### src/rtl/lcd_scene_if.sv
// Handshake bundle between the scene sequencer and the LCD top level.
// The master side is the sequencer; the slave side is the surrounding logic.
interface lcd_scene_if #(
    parameter int MODE_W = 4
);
    logic              init_done;
    logic              frame_done;
    logic              next_req;
    logic              pause;
    logic [MODE_W-1:0] mode;
    logic              sub_rst_n;
    logic              scene_active;
    logic              mode_wrap;
    logic              timeout_err;

    modport master (
        input  init_done, frame_done, next_req, pause,
        output mode, sub_rst_n, scene_active, mode_wrap, timeout_err
    );

    modport slave (
        output init_done, frame_done, next_req, pause,
        input  mode, sub_rst_n, scene_active, mode_wrap, timeout_err
    );
endinterface

### src/rtl/lcd_scene_sequencer.sv
// Scene controller for the ST7735 demo: steps mode through N_MODES scenes with dwell,
// manual advance, pause and a fixed-width restart pulse. Define LCD_SCENE_TIMEOUT_EN for the draw watchdog.
module lcd_scene_sequencer #(
    parameter int N_MODES        = 10,
    parameter int MODE_W         = 4,
    parameter int DWELL_CYCLES   = 135_000_000,
    parameter int RST_PULSE      = 4,
    parameter int TIMEOUT_CYCLES = 2_700_000
) (
    input logic         sys_clk,
    input logic         sys_rst_n,
    lcd_scene_if.master bus
);
    localparam int DW = $clog2(DWELL_CYCLES + 1);
    localparam int RW = $clog2(RST_PULSE + 1);

    typedef enum logic [1:0] {IDLE, DRAW, HOLD, SWITCH} state_t;

    state_t            state_q;
    logic [MODE_W-1:0] mode_q;
    logic              sub_rst_n_q;
    logic              active_q;
    logic              wrap_q;
    logic              pend_q;
    logic [DW-1:0]     dwell_q;
    logic [RW-1:0]     rcnt_q;

    logic              mode_last_d;
    logic [MODE_W-1:0] mode_inc_d;

    assign mode_last_d = (mode_q == MODE_W'(N_MODES - 1));
    assign mode_inc_d  = mode_last_d ? '0 : mode_q + MODE_W'(1);

`ifdef LCD_SCENE_TIMEOUT_EN
    localparam int TW = $clog2(TIMEOUT_CYCLES + 1);
    logic [TW-1:0] wd_q;
    logic          terr_q;
    assign bus.timeout_err = terr_q;
`else
    assign bus.timeout_err = 1'b0;
`endif

    always_ff @(posedge sys_clk) begin
        if (!sys_rst_n) begin
            state_q     <= IDLE;
            mode_q      <= '0;
            sub_rst_n_q <= 1'b1;
            active_q    <= 1'b0;
            wrap_q      <= 1'b0;
            pend_q      <= 1'b0;
            dwell_q     <= '0;
            rcnt_q      <= '0;
`ifdef LCD_SCENE_TIMEOUT_EN
            wd_q        <= '0;
            terr_q      <= 1'b0;
`endif
        end else begin
            wrap_q <= 1'b0;
`ifdef LCD_SCENE_TIMEOUT_EN
            terr_q <= 1'b0;
`endif
            case (state_q)
                IDLE: begin
                    if (bus.init_done) begin
                        state_q  <= DRAW;
                        active_q <= 1'b1;
`ifdef LCD_SCENE_TIMEOUT_EN
                        wd_q     <= '0;
`endif
                    end
                end
                DRAW: begin
                    if (bus.next_req) pend_q <= 1'b1;
                    if (bus.frame_done) begin
                        active_q <= 1'b0;
                        if (pend_q || bus.next_req) begin
                            // manual advance already requested: skip the dwell entirely
                            state_q     <= SWITCH;
                            mode_q      <= mode_inc_d;
                            wrap_q      <= mode_last_d;
                            sub_rst_n_q <= 1'b0;
                            rcnt_q      <= '0;
                            pend_q      <= 1'b0;
                        end else begin
                            state_q <= HOLD;
                            dwell_q <= '0;
                        end
`ifdef LCD_SCENE_TIMEOUT_EN
                    end else if (wd_q == TW'(TIMEOUT_CYCLES - 1)) begin
                        // redraw the same scene after a restart
                        state_q     <= SWITCH;
                        terr_q      <= 1'b1;
                        active_q    <= 1'b0;
                        sub_rst_n_q <= 1'b0;
                        rcnt_q      <= '0;
                        pend_q      <= 1'b0;
                    end else begin
                        wd_q <= wd_q + TW'(1);
`endif
                    end
                end
                HOLD: begin
                    if (bus.next_req ||
                        (!bus.pause && dwell_q == DW'(DWELL_CYCLES - 1))) begin
                        state_q     <= SWITCH;
                        mode_q      <= mode_inc_d;
                        wrap_q      <= mode_last_d;
                        sub_rst_n_q <= 1'b0;
                        rcnt_q      <= '0;
                        pend_q      <= 1'b0;
                    end else if (!bus.pause) begin
                        dwell_q <= dwell_q + DW'(1);
                    end
                end
                SWITCH: begin
                    pend_q <= 1'b0;
                    if (rcnt_q == RW'(RST_PULSE - 1)) begin
                        state_q     <= DRAW;
                        sub_rst_n_q <= 1'b1;
                        active_q    <= 1'b1;
`ifdef LCD_SCENE_TIMEOUT_EN
                        wd_q        <= '0;
`endif
                    end else begin
                        rcnt_q <= rcnt_q + RW'(1);
                    end
                end
                default: state_q <= IDLE;
            endcase
        end
    end

    assign bus.mode         = mode_q;
    assign bus.sub_rst_n    = sub_rst_n_q;
    assign bus.scene_active = active_q;
    assign bus.mode_wrap    = wrap_q;
endmodule

### src/flat_wrapper.sv
// flat-port wrapper written by rule: the top's interface ports become plain ports
module lcd_scene_sequencer_flat 
#(
    parameter int N_MODES        = 10,
    parameter int MODE_W         = 4,
    parameter int DWELL_CYCLES   = 135_000_000,
    parameter int RST_PULSE      = 4,
    parameter int TIMEOUT_CYCLES = 2_700_000
)
  (sys_clk, sys_rst_n, bus_init_done, bus_frame_done, bus_next_req, bus_pause, bus_mode, bus_sub_rst_n, bus_scene_active, bus_mode_wrap, bus_timeout_err);
  lcd_scene_if #(.MODE_W(MODE_W)) bus_i ();
  input logic sys_clk;
  input logic sys_rst_n;
  input wire logic [$bits(bus_i.init_done)-1:0] bus_init_done;
  input wire logic [$bits(bus_i.frame_done)-1:0] bus_frame_done;
  input wire logic [$bits(bus_i.next_req)-1:0] bus_next_req;
  input wire logic [$bits(bus_i.pause)-1:0] bus_pause;
  output wire logic [$bits(bus_i.mode)-1:0] bus_mode;
  output wire logic [$bits(bus_i.sub_rst_n)-1:0] bus_sub_rst_n;
  output wire logic [$bits(bus_i.scene_active)-1:0] bus_scene_active;
  output wire logic [$bits(bus_i.mode_wrap)-1:0] bus_mode_wrap;
  output wire logic [$bits(bus_i.timeout_err)-1:0] bus_timeout_err;
  assign bus_i.init_done = bus_init_done;
  assign bus_i.frame_done = bus_frame_done;
  assign bus_i.next_req = bus_next_req;
  assign bus_i.pause = bus_pause;
  assign bus_mode = bus_i.mode;
  assign bus_sub_rst_n = bus_i.sub_rst_n;
  assign bus_scene_active = bus_i.scene_active;
  assign bus_mode_wrap = bus_i.mode_wrap;
  assign bus_timeout_err = bus_i.timeout_err;
  lcd_scene_sequencer #(.N_MODES(N_MODES), .MODE_W(MODE_W), .DWELL_CYCLES(DWELL_CYCLES), .RST_PULSE(RST_PULSE), .TIMEOUT_CYCLES(TIMEOUT_CYCLES)) u_core (.sys_clk(sys_clk), .sys_rst_n(sys_rst_n), .bus(bus_i));
endmodule
### config.mk
export PLATFORM = sky130hd
export DESIGN_NAME = lcd_scene_sequencer_flat
export DESIGN_NICKNAME = d
export VERILOG_FILES = /design/src/rtl/lcd_scene_if.sv /design/src/rtl/lcd_scene_sequencer.sv /design/src/flat_wrapper.sv
export SDC_FILE = /design/constraint.sdc
export NUM_CORES = 1
export LEC_CHECK = 0
export ABC_AREA = 1
export BUFFER_PORTS_ARGS = -buffer_cell sky130_fd_sc_hd__buf_2
export CAP_MARGIN = 20
export CORE_MARGIN = 2
export CORE_UTILIZATION = 45
export CTS_BUF_LIST = sky130_fd_sc_hd__clkbuf_8 sky130_fd_sc_hd__clkbuf_16
export DETAILED_ROUTE_END_ITERATION = 7
export GPL_TIMING_DRIVEN = 0
export SYNTH_ARGS = -nofsm -noshare
export SYNTH_HDL_FRONTEND = slang
export SYNTH_SLANG_ARGS = --single-unit
### constraint.sdc
create_clock -name sys_clk -period 5.2 [get_ports sys_clk]
set_clock_uncertainty 0.2 [all_clocks]
set_input_delay 0.52 -clock sys_clk [delete_from_list [all_inputs] [get_ports sys_clk]]
set_output_delay 0.52 -clock sys_clk [all_outputs]
set_load 0.01 [all_outputs]
==> results of run 1 <==
-- power by group --
part	switching, mW	internal (mW)
combinational	0.307	0.141
clock	0.117	0.155
sequential	0.0296	0.343
total	0.454	0.639
-- layout make-up --
type / count / area [um2]
sequential: 41 / 821
multi-input combinational: 330 / 1620
buffer: 11 / 70.1
inverter: 49 / 184
clock inverter: 2 / 33.8
timing repair buffer: 11 / 55.1
fill: 625 / 2890
tap: 75 / 93.8
clock buffer: 6 / 82.6
-- stage by stage --
| stage | cells | setup WS (ns) |
|---|---|---|
| finish | 525 | 2.73 |
| global route | 525 | 2.57 |
| CTS | 525 | 2.77 |
| detailed placement | 517 | 2.72 |
| global placement | 517 | 2.76 |
| floorplan | 431 | 3.15 |
-- registers in the layout, indices dropped and copies added, names as in the netlist --
| signal | cells |
|---|---|
| u_core.bus.mode | 4 |
| u_core.pend_q | 1 |
| u_core.bus.mode_wrap | 1 |
| u_core.bus.scene_active | 1 |
| u_core.state_q | 2 |
| u_core.dwell_q | 28 |
| u_core.rcnt_q | 3 |
| u_core.bus.sub_rst_n | 1 |
-- kinds of logic after synthesis --
group | synth area share (%)
adder cells (fa/ha/maj) | 3.72
other | 0.139
buffers and inverters | 9.43
AO/OA/AOI/OAI | 10.7
AND/OR/NAND/NOR | 40.6
XOR/XNOR | 4.88
flip-flops | 30.5
-- critical path, delay by kind of cell (launching register included) --
kind	cells	cell delay [ns]
compound gates	1	0.06
simple gates	9	1.03
flops	1	0.52
fa+ha+maj	1	0.39
buf+inv	1	0.12
-- synthesized netlist by cell type --
cell type,number
nor3_1,7
nor2_1,68
a21oi_2,6
nand3b_1,2
o211ai_1,1
a211oi_1,1
o221ai_1,1
xor2_1,13
buf_4,1
nand2_1,126
o21ai_1,1
nor3_4,1
o21ai_0,10
nor2_2,4
xnor2_1,2
nand3_2,1
a21oi_1,30
nand3_1,31
nand2_4,2
clkbuf_1,5
buf_6,3
conb_1,1
dfxtp_1,41
nand4_1,9
inv_1,46
nor3b_1,1
buf_2,2
clkinv_1,1
ha_1,8
nand2_2,2
o21bai_1,1
inv_2,2
nor2_4,1
-- how the worst max path moves through the flow --
stage / from / endpoint / slack (ns)
detailed placement: sys_rst_n / u_core.rcnt_q[1] / 2.72
finish: u_core.dwell_q[0] / u_core.bus.mode[3] / 2.73
floorplan: u_core.state_q[0] / u_core.dwell_q[20] / 3.15
global route: u_core.dwell_q[0] / u_core.state_q[0] / 2.57
CTS: u_core.dwell_q[0] / u_core.state_q[0] / 2.77
global placement: sys_rst_n / u_core.dwell_q[21] / 2.76
-- per-layer routing --
layer | global-route usage, % | wire length (um) | vias to the layer above
li1 | - | - | 1400
met1 | 27.1 | 3120 | 1160
met2 | 39.2 | 3220 | 58
met3 | 4.56 | 307 | 14
met4 | 10.3 | 153 | 0
met5 | 0 | 0 | -
==> results.sh, run 1 <==
export IMPL_power_density_mw_per_mm2=369
export IMPL_cpPeakStageDelay_ns=0.52
export IMPL_yosysSeqAreaShare_pct=30.5
export IMPL_synth_area_top_cells="dfxtp_1, nand2_1, nor2_1"
export IMPL_final_nets=463
export IMPL_drcViolationCount=0
export IMPL_path_clk_slew_ns=0.08
export IMPL_synthCells=431
export IMPL_synth_area_per_cell_um2=6.25
export IMPL_via_count=2632
export IMPL_end_kind="flop"
export IMPL_drt_wirelength_per_cell_um=13.0
export IMPL_cts_max_level=2
export IMPL_ant_nets=0
export IMPL_cts_root_buffer="clkbuf_8"
export IMPL_start_util_pct=46.0
export IMPL_ir_drop_mv=0.213
export IMPL_dieHeight_um=81.4
export IMPL_final_cell_mix="nand2_1, nor2_1, inv_1"
export IMPL_power_mw=1.09
export IMPL_via_per_inst=5.01
export IMPL_min_path_type="flop to flop"
export IMPL_hold_violations=0
export IMPL_rr_endpoint="u_core.bus.mode[3]"
export IMPL_finalMaxSlewViolations=0
export IMPL_gp_congestion=0.892
export IMPL_hpwl_mm=5.17
export IMPL_whs_path_depth=2
export IMPL_grt_max_degree=13
export IMPL_antenna_found_initial=0
export IMPL_grt_overflow=0
export IMPL_areaGrowthSynthToFinish_pct=9.85
export IMPL_first_iter_violations=149
export IMPL_worstSetupStartpointType="flop"
export IMPL_numCtsBuffers=5
export IMPL_row_count=28
export IMPL_synth_top_cell_by_area="dfxtp_1"
export IMPL_cp_arrival_ns=2.43
export IMPL_r2r_slack_ns=2.73
export IMPL_cpMostUsedCell="nand2_1"
export IMPL_io_buffers=11
export IMPL_hold_ws_ns=0.267
export IMPL_post_cts_repair_setup_buffers=0
export IMPL_cts_sinks=41
export IMPL_critPathKind="flop to flop"
export IMPL_hold_buffers=0
export IMPL_crit_chain="ha_1, nand3_2, inv_2, nand2_1, nor2_1, nand2_1, nand2_2, nand2_4, nand2_1, nand2_1, nand2_1, a21oi_1"
export IMPL_synth_cell_types=33
export IMPL_cp_required_ns=5.17
export IMPL_rsz0062_at_grt="false"
export IMPL_ys_ff_latch=41
export IMPL_routed_wirelength_mm=6.81
export IMPL_core_mm2=0.00585
export IMPL_diodes=0
export IMPL_final_common_cell="nand2_1"
export IMPL_die_w_um=81.4
export IMPL_fin_crit_ns=2.47
export IMPL_layout_worst_path_cycle_share_pct=47.5
export IMPL_stdcell_area_mm2=0.00296
export IMPL_p_leak_nw=1.11
export IMPL_grt_pass1_vias=2479
export IMPL_cts_tree="built"
export IMPL_synth_top_area_share_pct=30.5
export IMPL_reg2regPathDepth=12
export IMPL_grt_pass1_wl_mm=11.4
export IMPL_post_cts_resized=0
export IMPL_min_from="u_core.rcnt_q[2]"
export IMPL_ys_warn_count=0
export IMPL_netlist_area_mm2=0.00269
export IMPL_num_io_pins=14
export IMPL_critPathMaxFanout=8
export IMPL_fmax_mhz=405
export IMPL_drive_above_1_share_pct=9.56
export IMPL_synth_net_count=445
export IMPL_max_slew_worst_pin_slew_ns=0.636
export IMPL_die_area_mm2=0.00662
export IMPL_grt_total_usage_pct=22.8
export IMPL_final_util_pct=50.6
export IMPL_drv_cap=0
export IMPL_crit_slowest_cell="dfxtp_1"
export IMPL_status="completed"
export IMPL_slew_headroom_pct=57.6
export IMPL_min_to="u_core.rcnt_q[2]"
export IMPL_clk_path_buf_depth=2
export IMPL_reg2reg_from="u_core.dwell_q[0]"
export IMPL_first_pass_iters=4
export IMPL_tns_ns=0
export IMPL_setup_viol=0
export IMPL_clock_latency_ns=0.31
export IMPL_dpl_cell_area_mm2=0.00284
No activity file was read; power rests on OpenSTA's default activity.
==> run 2: changes to the inputs <==
--- a/config.mk
+++ b/config.mk
@@ -5,7 +5,7 @@
 export SDC_FILE = /design/constraint.sdc
 export NUM_CORES = 1
 export LEC_CHECK = 0
-export ABC_AREA = 1
+export ABC_AREA = 0
 export BUFFER_PORTS_ARGS = -buffer_cell sky130_fd_sc_hd__buf_2
 export CAP_MARGIN = 20
 export CORE_MARGIN = 2
==> constraint.sdc (replaced) <==
create_clock -name sys_clk -period 2.4 [get_ports sys_clk]
set_clock_uncertainty 0.2 [all_clocks]
set_input_delay 0.24 -clock sys_clk [delete_from_list [all_inputs] [get_ports sys_clk]]
set_output_delay 0.24 -clock sys_clk [all_outputs]
set_load 0.01 [all_outputs]
==> run 2 against run 1 <==
Effect of this change: area after synthesis down 14%; critical path depth down 5; non-clock buffer count up 3; clock power up 69%; synthesized cell count down 36%; largest cell class unchanged; combinational power up 25%; worst setup slack worse by 2.7 ns; cell area down 9.2%; first-iteration DRC count down 13%; worst hold slack worse by 0.11 ns; die area down 13%; largest power group is now sequential cells.
==> results.sh, run 2 <==
export IMPL_largest_reg_flops=28
export IMPL_tns_ns=0
export IMPL_row_count=26
export IMPL_synth_net_count=291
export IMPL_gp_congestion=0.831
export IMPL_dp_cells=357
export IMPL_synth_cell_types=54
export IMPL_core_mm2=0.00504
export IMPL_largest_register="u_core.dwell_q"
export IMPL_die_area_mm2=0.00575
export IMPL_antenna_found_initial=0
export IMPL_cts_tree="built"
export IMPL_grt_pass1_vias=1857
export IMPL_cts_max_level=2
export IMPL_diodes=0
export IMPL_cp_required_ns=2.43
export IMPL_hpwl_mm=3.74
export IMPL_ff_latch_area_um2=826
export IMPL_power_density_mw_per_mm2=666
export IMPL_async_flop_share_pct=0
export IMPL_via_count=2013
export IMPL_power_mw=1.79
export IMPL_grt_overflow=0
export IMPL_min_path_type="primary input to flop"
export IMPL_netlist_top_cells_count="dfxtp_1, nor2_1, nand2_1, nand3_1"
export IMPL_drv_cap=0
export IMPL_p_leak_nw=0.989
export IMPL_via_per_inst=5.46
export IMPL_synth_area_per_cell_um2=8.38
export IMPL_setup_viol=0
export IMPL_synth_main_ff_cell="dfxtp_1"
export IMPL_first_iter_violations=129
export IMPL_fin_crit_ns=2.36
export IMPL_critPathMaxFanout=7
export IMPL_grt_total_usage_pct=19.4
export IMPL_final_common_cell="dfxtp_1"
export IMPL_start_util_pct=46.0
export IMPL_yosysSeqAreaShare_pct=35.4
export IMPL_ys_warn_count=0
export IMPL_synth_top_cell_by_area="dfxtp_1"
export IMPL_ir_drop_mv=0.327
export IMPL_synth_top_area_share_pct=35.4
export IMPL_path_clk_slew_ns=0.08
export IMPL_grt_pass1_wl_mm=8.40
export IMPL_areaGrowthSynthToFinish_pct=15.8
export IMPL_end_kind="flop"
export IMPL_synth_area_top_cells="dfxtp_1, nor2_1, xor2_1"
export IMPL_critPathKind="flop to flop"
export IMPL_nFillCells=497
export IMPL_ant_nets=0
export IMPL_cts_sinks=41
export IMPL_worstSetupStartpointType="flop"
export IMPL_netlist_area_mm2=0.00232
export IMPL_dieHeight_um=75.8
export IMPL_drive_above_1_share_pct=17.4
export IMPL_finalMaxSlewViolations=0
export IMPL_grt_max_degree=12
export IMPL_ys_ff_latch=41
export IMPL_synthCells=277
export IMPL_drt_wirelength_per_cell_um=14.3
export IMPL_hold_violations=0
export IMPL_rsz0062_at_grt="true"
export IMPL_layout_worst_path_cycle_share_pct=98.2
export IMPL_cts_root_buffer="clkbuf_8"
export IMPL_clk_path_buf_depth=2
export IMPL_multi_input_area_mm2=0.00150
export IMPL_drcViolationCount=0
export IMPL_io_buffers=10
export IMPL_die_w_um=75.8
export IMPL_num_io_pins=14
export IMPL_clock_latency_ns=0.31
export IMPL_cp_arrival_ns=2.39
export IMPL_synth_edff_count=0
export IMPL_hold_buffers=0
export IMPL_fin_cells=369
export IMPL_routed_wirelength_mm=5.27
export IMPL_fmax_mhz=424
export IMPL_final_nets=313
export IMPL_first_pass_iters=4
export IMPL_final_cell_mix="dfxtp_1, nor2_1, nand3_1"
export IMPL_status="completed"
export IMPL_yosysMostFrequentCell="dfxtp_1"
export IMPL_numCtsBuffers=5
## run 2: cell count changes after synthesis, moves of 6 or more
cell	change
nand2_1	-109
nor2_1	-35
inv_1	-34
a21oi_1	-16
nand3_1	-14
and2_1	+7
or3_1	+7
mux2i_1	+6
## run 2: area by class of cell
cell class                 count  area share [%]
sequential                    41            30.7
clock buffer                   6            3.07
buffer                         9            1.77
clock inverter                 1           0.140
tap                           70            3.26
inverter                      12            1.77
multi-input combinational    214            55.7
timing repair buffer          16            3.54
## run 2: repair_timing
action                                  in CTS  in global routing
buffers inserted                             1                  5
pin swaps                                    2                  6
endpoints found under the setup margin      23                 28
gates resized for setup                      5                 20
## run 2: report_power, final
group | internal [mW] | switching, mW
clock | 0.224 | 0.235
sequential | 0.727 | 0.0422
combinational | 0.240 | 0.322
## run 2: metrics by stage
step                      setup WS (ns)  cell area (um2)  util [%]  hold WS, ns
final                            0.0435             2690      53.3        0.156
after global routing             -0.135             2690      53.3        0.200
after detailed placement         -0.214             2460      48.8        0.275
after floorplan                  0.0967             2320         -        0.254
after CTS                       -0.0301             2570      50.9        0.157
after global placement           -0.203             2460      48.8        0.265
## run 2: layer usage
| layer | GRT usage (%) | vias to the layer above | wire (um) |
|---|---|---|---|
| met5 | 0 | - | 0 |
| met4 | 8.77 | 0 | 110 |
| met3 | 4.76 | 10 | 177 |
| met2 | 31.3 | 29 | 2510 |
| met1 | 24.2 | 944 | 2470 |
| li1 | - | 1030 | - |
## run 2: cells by family after synthesis
| group | count (synthesis) | synth area share, % |
|---|---|---|
| mux | 6 | 2.59 |
| xor+xnor | 19 | 7.17 |
| fa+ha+maj | 8 | 4.31 |
| buf+inv | 22 | 4.15 |
| simple gates | 134 | 32.2 |
| other cells | 1 | 0.162 |
| flops | 41 | 35.4 |
| compound gates | 46 | 14.1 |
## run 2: path summary, 6_finish.rpt
| check | from | to | slack, ns | cells past startpoint |
|---|---|---|---|---|
| hold / removal | bus_frame_done | u_core.bus.mode_wrap | 0.16 | 3 |
| setup reg to reg | u_core.state_q[0] | u_core.dwell_q[10] | 0.04 | 7 |
| setup / recovery | u_core.state_q[0] | u_core.dwell_q[10] | 0.04 | 7 |
| hold reg to reg | u_core.dwell_q[10] | u_core.dwell_q[10] | 0.29 | 2 |
## run 2: worst max-delay path: stages (launching register included)
cell and delay [ns]:
dfxtp_4 0.38, buf_4 0.13, ha_4 0.17, nor2_2 0.07, a2111o_1 0.47, or3_4 0.43, or3_1 0.31, a21oi_1 0.12
==> run 3: changes to the inputs <==
--- a/config.mk
+++ b/config.mk
@@ -6,10 +6,11 @@
 export NUM_CORES = 1
 export LEC_CHECK = 0
 export ABC_AREA = 0
+export ABC_CLOCK_PERIOD_IN_PS = 2400
 export BUFFER_PORTS_ARGS = -buffer_cell sky130_fd_sc_hd__buf_2
 export CAP_MARGIN = 20
 export CORE_MARGIN = 2
-export CORE_UTILIZATION = 45
+export CORE_UTILIZATION = 30
 export CTS_BUF_LIST = sky130_fd_sc_hd__clkbuf_8 sky130_fd_sc_hd__clkbuf_16
 export DETAILED_ROUTE_END_ITERATION = 7
 export GPL_TIMING_DRIVEN = 0
==> run 3 against run 2 <==
Effect of this change: cell count increased by 7.9%; cell area decreased by 1.3%; fmax increased by 2.2%; critical endpoint unchanged; sequential power decreased by 0.8%; worst hold slack improved by 0.019 ns; highest routed layer unchanged; die area increased by 47%; critical path depth unchanged; worst setup slack improved by 0.051 ns; total power decreased by 4.3%.
==> results.sh, run 3 (synthesis results as in run 2) <==
export IMPL_status="completed"
export IMPL_ff_latch_area_um2=827
export IMPL_power_mw=1.71
export IMPL_fin_cells=398
export IMPL_finalMaxSlewViolations=0
export IMPL_wl_met3_um=185
export IMPL_setup_viol=0
export IMPL_cp_required_ns=2.43
export IMPL_end_kind="flop"
export IMPL_start_util_pct=30.5
export IMPL_tns_ns=0
export IMPL_dieHeight_um=92.0
export IMPL_cts_root_buffer="clkbuf_8"
export IMPL_gp_congestion=0.831
export IMPL_num_io_pins=14
export IMPL_layout_worst_path_cycle_share_pct=96.1
export IMPL_drcViolationCount=0
export IMPL_worstSetupStartpointType="flop"
export IMPL_first_pass_iters=5
export IMPL_hold_violations=0
export IMPL_crit_buf_inv=1
export IMPL_hold_buffers=0
export IMPL_cts_tree="built"
export IMPL_critPathKind="flop to flop"
export IMPL_cts_sinks=41
export IMPL_routed_wirelength_mm=4.95
export IMPL_grt_overflow=0
export IMPL_hpwl_mm=3.71
export IMPL_m1WireLength_mm=2.52
export IMPL_ant_nets=0
export IMPL_power_density_mw_per_mm2=646
export IMPL_via_count=2024
export IMPL_cp_arrival_ns=2.33
export IMPL_place_ws_ns=-0.241
export IMPL_io_buffers=10
export IMPL_crit_chain="inv_2, ha_4, and2_1, a2111o_1, or3_4, or3_1, a21oi_1"
export IMPL_cpPeakStageDelay_ns=0.38
export IMPL_grt_max_degree=13
export IMPL_core_mm2=0.00761
export IMPL_largest_reg_flops=28
export IMPL_maxUsedRoutingLayer="met4"
export IMPL_final_nets=309
export IMPL_min_path_type="primary input to flop"
export IMPL_grt_pass1_wl_mm=8.49
export IMPL_final_util_pct=34.9
export IMPL_final_common_cell="dfxtp_1"
export IMPL_crit_slowest_cell="dfxtp_2"
export IMPL_path_clk_slew_ns=0.08
export IMPL_grt_pass1_vias=1807
export IMPL_clk_path_buf_depth=2
export IMPL_dp_cells=389
export IMPL_numCtsBuffers=5
export IMPL_dr_wl_met2_mm=2.20
export IMPL_largest_register="u_core.dwell_q"
export IMPL_clock_latency_ns=0.30
export IMPL_cts_max_level=2
export IMPL_nFillCells=815
export IMPL_diodes=0
export IMPL_fin_crit_ns=2.31
export IMPL_die_area_mm2=0.00846
export IMPL_fin_ws_ns=0.0942
export IMPL_ir_drop_mv=0.226
export IMPL_via_per_inst=5.09
export IMPL_slew_headroom_pct=64.6
export IMPL_die_w_um=92.0
export IMPL_path_delay_family="simple AND/OR/NAND/NOR gates"
export IMPL_areaGrowthSynthToFinish_pct=14.3
export IMPL_final_cell_mix="dfxtp_1, nor2_1, nand3_1"
export IMPL_grt_total_usage_pct=12.4
export IMPL_first_iter_violations=67
export IMPL_drv_cap=0
export IMPL_multi_input_area_mm2=0.00146
export IMPL_drt_wirelength_per_cell_um=12.4
export IMPL_antenna_found_initial=0
export IMPL_drive_above_1_share_pct=15.9
export IMPL_critPathMaxFanout=9
export IMPL_p_leak_nw=0.963
export IMPL_row_count=32
export IMPL_fmax_mhz=434
export IMPL_max_slew_worst_pin_slew_ns=0.527
run 3: cell types whose count changed in the layout (fill, tap and decap cells not counted), sizes merged:
| cell | change |
|---|---|
| buf | -4 |
| clkinv | +2 |
| clkbuf | -1 |
run 3: what timing repair did:
action,in CTS,in global routing
setup buffers,0,2
setup endpoints to repair,21,24
resized for setup,7,12
pin swaps,2,7
run 3: per-layer routing:
metal	up-vias	GRT usage, %
li1	1028	-
met1	955	16.9
met2	37	19.2
met3	4	2.55
met4	0	4.85
met5	-	0
run 3: worst register-to-register path: cells and delay by family, from the launching register on:
family | cells | cell delay (ns)
fa+ha+maj | 1 | 0.20
flops | 1 | 0.38
buf+inv | 1 | 0.08
compound gates | 2 | 0.51
simple gates | 3 | 0.87
run 3: final timing paths:
path         cells past startpoint          startpoint                   end  slack [ns]
max                              7   u_core.state_q[0]    u_core.dwell_q[10]        0.09
min                              3      bus_frame_done  u_core.bus.mode_wrap        0.18
max reg2reg                      7   u_core.state_q[0]    u_core.dwell_q[10]        0.09
min reg2reg                      1  u_core.dwell_q[26]    u_core.dwell_q[26]        0.29
run 3: cell type report:
cell class | instances | area share [%]
Clock buffer | 5 | 2.59
Clock inverter | 3 | 0.519
Inverter | 12 | 1.70
Multi-Input combinational cell | 214 | 55.0
Buffer | 9 | 1.79
Tap cell | 102 | 4.81
Sequential cell | 41 | 31.2
Timing Repair Buffer | 12 | 2.45
run 3: report_power, final:
part           internal (mW)  switching (mW)
registers              0.723          0.0402
clock network          0.197           0.239
logic                  0.215           0.299
run 3: through the flow:
step                      cell area [um2]  hold slack, ns
after floorplan                      2320           0.254
after global placement               2500           0.273
after detailed placement             2500           0.279
after CTS                            2610           0.174
after global routing                 2650           0.195
final                                2650           0.176
